===== src/rtl/axi4lite_pkg.sv =====
// Shared types and constants for the AXI4-Lite single-transaction master.
package axi4lite_pkg;

    localparam int DEF_DATA_WIDTH = 32;
    localparam int DEF_ADDR_WIDTH = 6;

    localparam logic [1:0] AXI_RESP_OKAY   = 2'b00;
    localparam logic [1:0] AXI_RESP_SLVERR = 2'b10;
    localparam logic [1:0] AXI_RESP_DECERR = 2'b11;

    typedef enum logic [2:0] {
        IDLE,
        WR_REQ,
        WR_RESP,
        RD_REQ,
        RD_DATA,
        RESP
    } state_e;

endpackage


===== src/rtl/axi4lite_master_ctrl.sv =====
// Command-to-AXI4-Lite master, one transaction in flight, all outputs registered.
// Optional response timeout: define AXI4LITE_MASTER_TIMEOUT_EN.
module axi4lite_master_ctrl
    import axi4lite_pkg::*;
#(
    parameter int DATA_WIDTH     = DEF_DATA_WIDTH,
    parameter int ADDR_WIDTH     = DEF_ADDR_WIDTH,
    parameter int TIMEOUT_CYCLES = 255
) (
    input  logic                  m_axi_aclk,
    input  logic                  m_axi_aresetn,
    input  logic                  cmd_valid,
    output logic                  cmd_ready,
    input  logic                  cmd_we,
    input  logic [ADDR_WIDTH-1:0] cmd_addr,
    input  logic [DATA_WIDTH-1:0] cmd_wdata,
    output logic                  rsp_valid,
    input  logic                  rsp_ready,
    output logic [DATA_WIDTH-1:0] rsp_rdata,
    output logic                  rsp_err,
    output logic [ADDR_WIDTH-1:0] m_axi_awaddr,
    output logic                  m_axi_awvalid,
    input  logic                  m_axi_awready,
    output logic [DATA_WIDTH-1:0] m_axi_wdata,
    output logic                  m_axi_wvalid,
    input  logic                  m_axi_wready,
    input  logic [1:0]            m_axi_bresp,
    input  logic                  m_axi_bvalid,
    output logic                  m_axi_bready,
    output logic [ADDR_WIDTH-1:0] m_axi_araddr,
    output logic                  m_axi_arvalid,
    input  logic                  m_axi_arready,
    input  logic [DATA_WIDTH-1:0] m_axi_rdata,
    input  logic                  m_axi_rvalid,
    output logic                  m_axi_rready
);

    state_e                state_q, state_d;
    logic                  cmd_ready_q, cmd_ready_d;
    logic                  awvalid_q, awvalid_d;
    logic                  wvalid_q, wvalid_d;
    logic                  arvalid_q, arvalid_d;
    logic                  bready_q, bready_d;
    logic                  rready_q, rready_d;
    logic                  rsp_valid_q, rsp_valid_d;
    logic                  rsp_err_q, rsp_err_d;
    logic [DATA_WIDTH-1:0] rsp_rdata_q, rsp_rdata_d;
    logic [ADDR_WIDTH-1:0] awaddr_q, awaddr_d;
    logic [ADDR_WIDTH-1:0] araddr_q, araddr_d;
    logic [DATA_WIDTH-1:0] wdata_q, wdata_d;

`ifdef AXI4LITE_MASTER_TIMEOUT_EN
    localparam int CNT_W = $clog2(TIMEOUT_CYCLES + 1);
    localparam logic [CNT_W-1:0] CNT_LAST = CNT_W'(TIMEOUT_CYCLES - 1);

    logic [CNT_W-1:0] cnt_q, cnt_d;
    logic             drop_q, drop_d;
`endif

    always_comb begin
        state_d     = state_q;
        cmd_ready_d = cmd_ready_q;
        awvalid_d   = awvalid_q;
        wvalid_d    = wvalid_q;
        arvalid_d   = arvalid_q;
        bready_d    = bready_q;
        rready_d    = rready_q;
        rsp_valid_d = rsp_valid_q;
        rsp_err_d   = rsp_err_q;
        rsp_rdata_d = rsp_rdata_q;
        awaddr_d    = awaddr_q;
        araddr_d    = araddr_q;
        wdata_d     = wdata_q;
`ifdef AXI4LITE_MASTER_TIMEOUT_EN
        cnt_d  = '0;
        drop_d = drop_q;
        // A late response to a timed-out transfer is swallowed here
        if (drop_q && ((m_axi_bvalid && bready_q) ||
                       (m_axi_rvalid && rready_q))) begin
            drop_d   = 1'b0;
            bready_d = 1'b0;
            rready_d = 1'b0;
            if (state_q == IDLE) cmd_ready_d = 1'b1;
        end
`endif

        unique case (state_q)
            IDLE: begin
                if (cmd_valid && cmd_ready_q) begin
                    cmd_ready_d = 1'b0;
                    if (cmd_we) begin
                        awaddr_d  = cmd_addr;
                        wdata_d   = cmd_wdata;
                        awvalid_d = 1'b1;
                        wvalid_d  = 1'b1;
                        state_d   = WR_REQ;
                    end else begin
                        araddr_d  = cmd_addr;
                        arvalid_d = 1'b1;
                        state_d   = RD_REQ;
                    end
                end
            end
            WR_REQ: begin
                if (m_axi_awready) awvalid_d = 1'b0;
                if (m_axi_wready)  wvalid_d  = 1'b0;
                if (!awvalid_d && !wvalid_d) begin
                    bready_d = 1'b1;
                    state_d  = WR_RESP;
                end
            end
            WR_RESP: begin
                if (m_axi_bvalid) begin
                    bready_d    = 1'b0;
                    rsp_valid_d = 1'b1;
                    rsp_err_d   = (m_axi_bresp != AXI_RESP_OKAY);
                    rsp_rdata_d = '0;
                    state_d     = RESP;
                end
`ifdef AXI4LITE_MASTER_TIMEOUT_EN
                else if (cnt_q == CNT_LAST) begin
                    rsp_valid_d = 1'b1;
                    rsp_err_d   = 1'b1;
                    rsp_rdata_d = '0;
                    drop_d      = 1'b1;
                    state_d     = RESP;
                end else begin
                    cnt_d = cnt_q + 1'b1;
                end
`endif
            end
            RD_REQ: begin
                if (m_axi_arready) begin
                    arvalid_d = 1'b0;
                    rready_d  = 1'b1;
                    state_d   = RD_DATA;
                end
            end
            RD_DATA: begin
                if (m_axi_rvalid) begin
                    rready_d    = 1'b0;
                    rsp_valid_d = 1'b1;
                    rsp_err_d   = 1'b0;
                    rsp_rdata_d = m_axi_rdata;
                    state_d     = RESP;
                end
`ifdef AXI4LITE_MASTER_TIMEOUT_EN
                else if (cnt_q == CNT_LAST) begin
                    rsp_valid_d = 1'b1;
                    rsp_err_d   = 1'b1;
                    rsp_rdata_d = '0;
                    drop_d      = 1'b1;
                    state_d     = RESP;
                end else begin
                    cnt_d = cnt_q + 1'b1;
                end
`endif
            end
            RESP: begin
                if (rsp_ready) begin
                    rsp_valid_d = 1'b0;
                    state_d     = IDLE;
`ifdef AXI4LITE_MASTER_TIMEOUT_EN
                    cmd_ready_d = !drop_d;
`else
                    cmd_ready_d = 1'b1;
`endif
                end
            end
            default: state_d = IDLE;
        endcase
    end

    always_ff @(posedge m_axi_aclk or negedge m_axi_aresetn) begin
        if (!m_axi_aresetn) begin
            state_q     <= IDLE;
            cmd_ready_q <= 1'b1;
            awvalid_q   <= 1'b0;
            wvalid_q    <= 1'b0;
            arvalid_q   <= 1'b0;
            bready_q    <= 1'b0;
            rready_q    <= 1'b0;
            rsp_valid_q <= 1'b0;
            rsp_err_q   <= 1'b0;
            rsp_rdata_q <= '0;
            awaddr_q    <= '0;
            araddr_q    <= '0;
            wdata_q     <= '0;
`ifdef AXI4LITE_MASTER_TIMEOUT_EN
            cnt_q       <= '0;
            drop_q      <= 1'b0;
`endif
        end else begin
            state_q     <= state_d;
            cmd_ready_q <= cmd_ready_d;
            awvalid_q   <= awvalid_d;
            wvalid_q    <= wvalid_d;
            arvalid_q   <= arvalid_d;
            bready_q    <= bready_d;
            rready_q    <= rready_d;
            rsp_valid_q <= rsp_valid_d;
            rsp_err_q   <= rsp_err_d;
            rsp_rdata_q <= rsp_rdata_d;
            awaddr_q    <= awaddr_d;
            araddr_q    <= araddr_d;
            wdata_q     <= wdata_d;
`ifdef AXI4LITE_MASTER_TIMEOUT_EN
            cnt_q       <= cnt_d;
            drop_q      <= drop_d;
`endif
        end
    end

    assign cmd_ready     = cmd_ready_q;
    assign rsp_valid     = rsp_valid_q;
    assign rsp_rdata     = rsp_rdata_q;
    assign rsp_err       = rsp_err_q;
    assign m_axi_awaddr  = awaddr_q;
    assign m_axi_awvalid = awvalid_q;
    assign m_axi_wdata   = wdata_q;
    assign m_axi_wvalid  = wvalid_q;
    assign m_axi_bready  = bready_q;
    assign m_axi_araddr  = araddr_q;
    assign m_axi_arvalid = arvalid_q;
    assign m_axi_rready  = rready_q;

endmodule


===== config.mk =====
export PLATFORM = sky130hd
export DESIGN_NAME = axi4lite_master_ctrl
export DESIGN_NICKNAME = d
export VERILOG_FILES = /design/src/rtl/axi4lite_pkg.sv /design/src/rtl/axi4lite_master_ctrl.sv
export SDC_FILE = /design/constraint.sdc
export NUM_CORES = 1
export LEC_CHECK = 0
export CORE_MARGIN = 2
export CORE_UTILIZATION = 40
export CTS_CLUSTER_SIZE = 30
export DETAILED_ROUTE_END_ITERATION = 12
export PLACE_DENSITY = 0.78
export SETUP_SLACK_MARGIN = 0.3
export SLEW_MARGIN = 40
export SYNTH_ARGS = -nofsm -noshare
export SYNTH_HDL_FRONTEND = slang
export SYNTH_SLANG_ARGS = --single-unit

===== constraint.sdc =====
create_clock -name m_axi_aclk -period 1.8 [get_ports m_axi_aclk]
set_input_delay 0.45 -clock m_axi_aclk [delete_from_list [all_inputs] [get_ports m_axi_aclk]]
set_output_delay 0.45 -clock m_axi_aclk [all_outputs]
set_load 0.01 [all_outputs]

==> impl_metrics.toml <==
[run_status]
status = "complete, no violations"

[routing]
viasPerCell = 4.84
drt-pass1-iter-count = 4
drc = 0
wl_um = 11100
drtIter0Drc = 148
ant_nets = 0
num_vias = 3092
wl_per_cell_um = 17.3

[setup_path]
required_ps = 2030
critPathKind = "flop to flop"
cp_max_fo = 5
path_cells = "buf_6, nand3b_1, a21o_4, buf_4, buf_16, nand2_1, o21ai_0"
startpoint_type = "flop"
critPathMaxStageDelay_ps = 450
arrival_ps = 1870
end_kind = "flop"
cp_slowest_cell = "dfrtp_2"

[cts]
htreeDepth = 3
cts.sinks = 87
path_clk_slew_ps = 100
cts_root_buf = "clkbuf_8"
numCtsBuffers = 9
cts_tree = "yes"
clock_path_buffers = 2
clk_latency_ps = 360

[timing]
fmax_ghz = 0.609
maxSlewHeadroom_pct = 69.5
rsz0062_at_grt = "true"
setup-tns-final_ps = 0
fin_hold_ws_ps = 135
setup-violations-final = 0
drv_slew = 0
period_needed_ps = 1640
worst_slew_pin_slew_ps = 458
fin_skew_ps = 16.9
final.period_utilization_pct = 91.2
finalHoldViolCount = 0

[global_routing]
overflow = 0
grt_use_total_pct = 22.3
antenna_found_initial = 0
grt_max_degree = 88
grt_pass1_vias = 3175
grt_pass1_wl_um = 17200

[min_path]
hold_path_class = "input port to asynchronous set/reset pin"

[logic_synthesis]
syn_nets = 382
ys_seq_elements = 87
synth_top_area_share_pct = 58.7
yosysWarnings = 0
postSynthAreaPerCell_sq_um = 12.2
syn-cell-area_sq_um = 3660
synth_cells = 300
yosys.area.top_type = "dfrtp_1"
seq_area_frac_synth_pct = 59.5
synthTopCellsByArea = "dfrtp_1, mux2_4, nand2_1, o21ai_0, mux2_2"
synth.distinct_cells = 32

[power_and_ir_drop]
power.total_w = 0.00996
p_per_area_nw_per_um2 = 1540
leakage_nw = 3.14
ir_worst_vdd_v = 0.000751

[final_layout]
area_growth_pct = 76.1
antenna_cells = 0
final.fill_count = 595
fin_area_sq_um = 6450
ff_latch_area_sq_um = 2180
fin_util_pct = 73.3
multi_input_area_sq_um = 1500
layout-drive-gt1-share_pct = 32.4
num-nets-final = 608

[placed_design]
place_area_sq_um = 5490
place.gp.congestion = 0.835
dp_hpwl_um = 6680
port_buffers = 165

[floorplanning]
die_w_um = 99.7
core-area_sq_um = 8810
die-area_sq_um = 9940
start_util_pct = 41.6
io_pins = 166
die_h_um = 99.7
rows = 34

[run]
max_cap_viol_count = 0
==> Yosys cell counts (all sizes together) <==
library cell / number
o22ai: 1
clkbuf: 3
dfstp: 1
a221o: 1
nor2: 6
nor4: 1
nor3b: 1
a21o: 1
mux2i: 2
nand3b: 3
mux2: 44
buf: 16
a21oi: 5
o31ai: 1
inv: 6
nor2b: 2
o22a: 1
a22oi: 2
a31oi: 1
a22o: 2
dfrtp: 86
o21ai: 35
nand2b: 3
a211oi: 2
and2: 1
o31a: 1
nand2: 71
a211o: 1
==> per-layer routing <==
| layer | routed length, um | GRT usage (%) |
|---|---|---|
| met1 | 4510 | 28.3 |
| met2 | 5940 | 39.1 |
| met3 | 468 | 3.44 |
| met4 | 155 | 7.38 |
| met5 | 0 | 0 |
==> stage by stage <==
| step | setup slack, ps | std cells |
|---|---|---|
| floorplan | 244 | 300 |
| global placement | -189 | 568 |
| detailed placement | -227 | 568 |
| CTS | 165 | 610 |
| global route | 87.5 | 639 |
| finish | 158 | 639 |
==> registers in the layout, summed over array words and instances (netlist names) <==
signal	count
m_axi_wdata	32
m_axi_awaddr	6
rsp_rdata	32
m_axi_rready	1
state_q	3
m_axi_awvalid	1
m_axi_arvalid	1
rsp_err	1
rsp_valid	1
m_axi_bready	1
m_axi_wvalid	1
cmd_ready	1
m_axi_araddr	6
==> layout make-up <==
class,count,area share [%]
clock buffer,9,1.92
clock inverter,7,1.63
timing repair buffer,233,36.9
inverter,6,0.349
multi-input combinational,189,23.3
sequential,87,33.8
tap,108,2.09
==> kinds of logic after synthesis <==
family	Yosys count	synth area share, %
buffers and inverters	25	3.79
AOI/OAI and AO/OA	54	8.64
DFF	87	59.5
and+or+nand+nor	88	10.1
muxes	46	18.0
==> power by group <==
part	internal [W]	leakage, nW	switching, W
combinational	0.00304	1.86	0.00206
clock	0.000805	0.117	0.000766
sequential	0.00279	1.17	0.000501
total	0.00664	3.14	0.00332
==> what timing repair did <==
item | 4_1_cts | 5_1_grt
endpoints found under the setup margin | 157 | 137
buffers inserted | 18 | 28
resized for setup | 146 | 98
cloned | 8 | 1
hold buffers | 0 | 0
pin swaps | 4 | 11
==> critical path: cells and delay by family (launching register included) <==
kind                   cells  cell delay, ps
DFF                        1             450
buffers and inverters      3             420
and+or+nand+nor            2             280
AOI/OAI and AO/OA          2             370
==> cells in the final DEF, fill, tap and decap left out, types with 7 or more instances in the layout <==
| master | Yosys | final |
|---|---|---|
| buf_16 | 0 | 7 |
| buf_4 | 0 | 50 |
| clkbuf_8 | 0 | 9 |
| clkdlybuf4s15_1 | 0 | 71 |
| clkdlybuf4s50_1 | 0 | 79 |
| dfrtp_1 | 86 | 84 |
| dlygate4sd2_1 | 0 | 7 |
| mux2_4 | 38 | 43 |
| nand2_1 | 70 | 56 |
| nand2_2 | 1 | 8 |
| nand2_4 | 0 | 7 |
| o21ai_0 | 35 | 20 |
| o21ai_1 | 0 | 7 |
| o21ai_2 | 0 | 8 |
==> worst paths after layout <==
path,startpoint,to,slack (ps),cells past startpoint
worst min register to register,rsp_rdata[19],rsp_rdata[19],480,2
min in group m_axi_aclk,rsp_rdata[19],rsp_rdata[19],480,2
worst max-delay path,state_q[2],rsp_rdata[29],160,7
max in group asynchronous,m_axi_aresetn,cmd_ready,1280,2
worst min-delay path,m_axi_aresetn,m_axi_wdata[9],130,2
worst max register to register,state_q[2],rsp_rdata[29],160,7
Note: power is estimated with default switching activity, not from simulation.
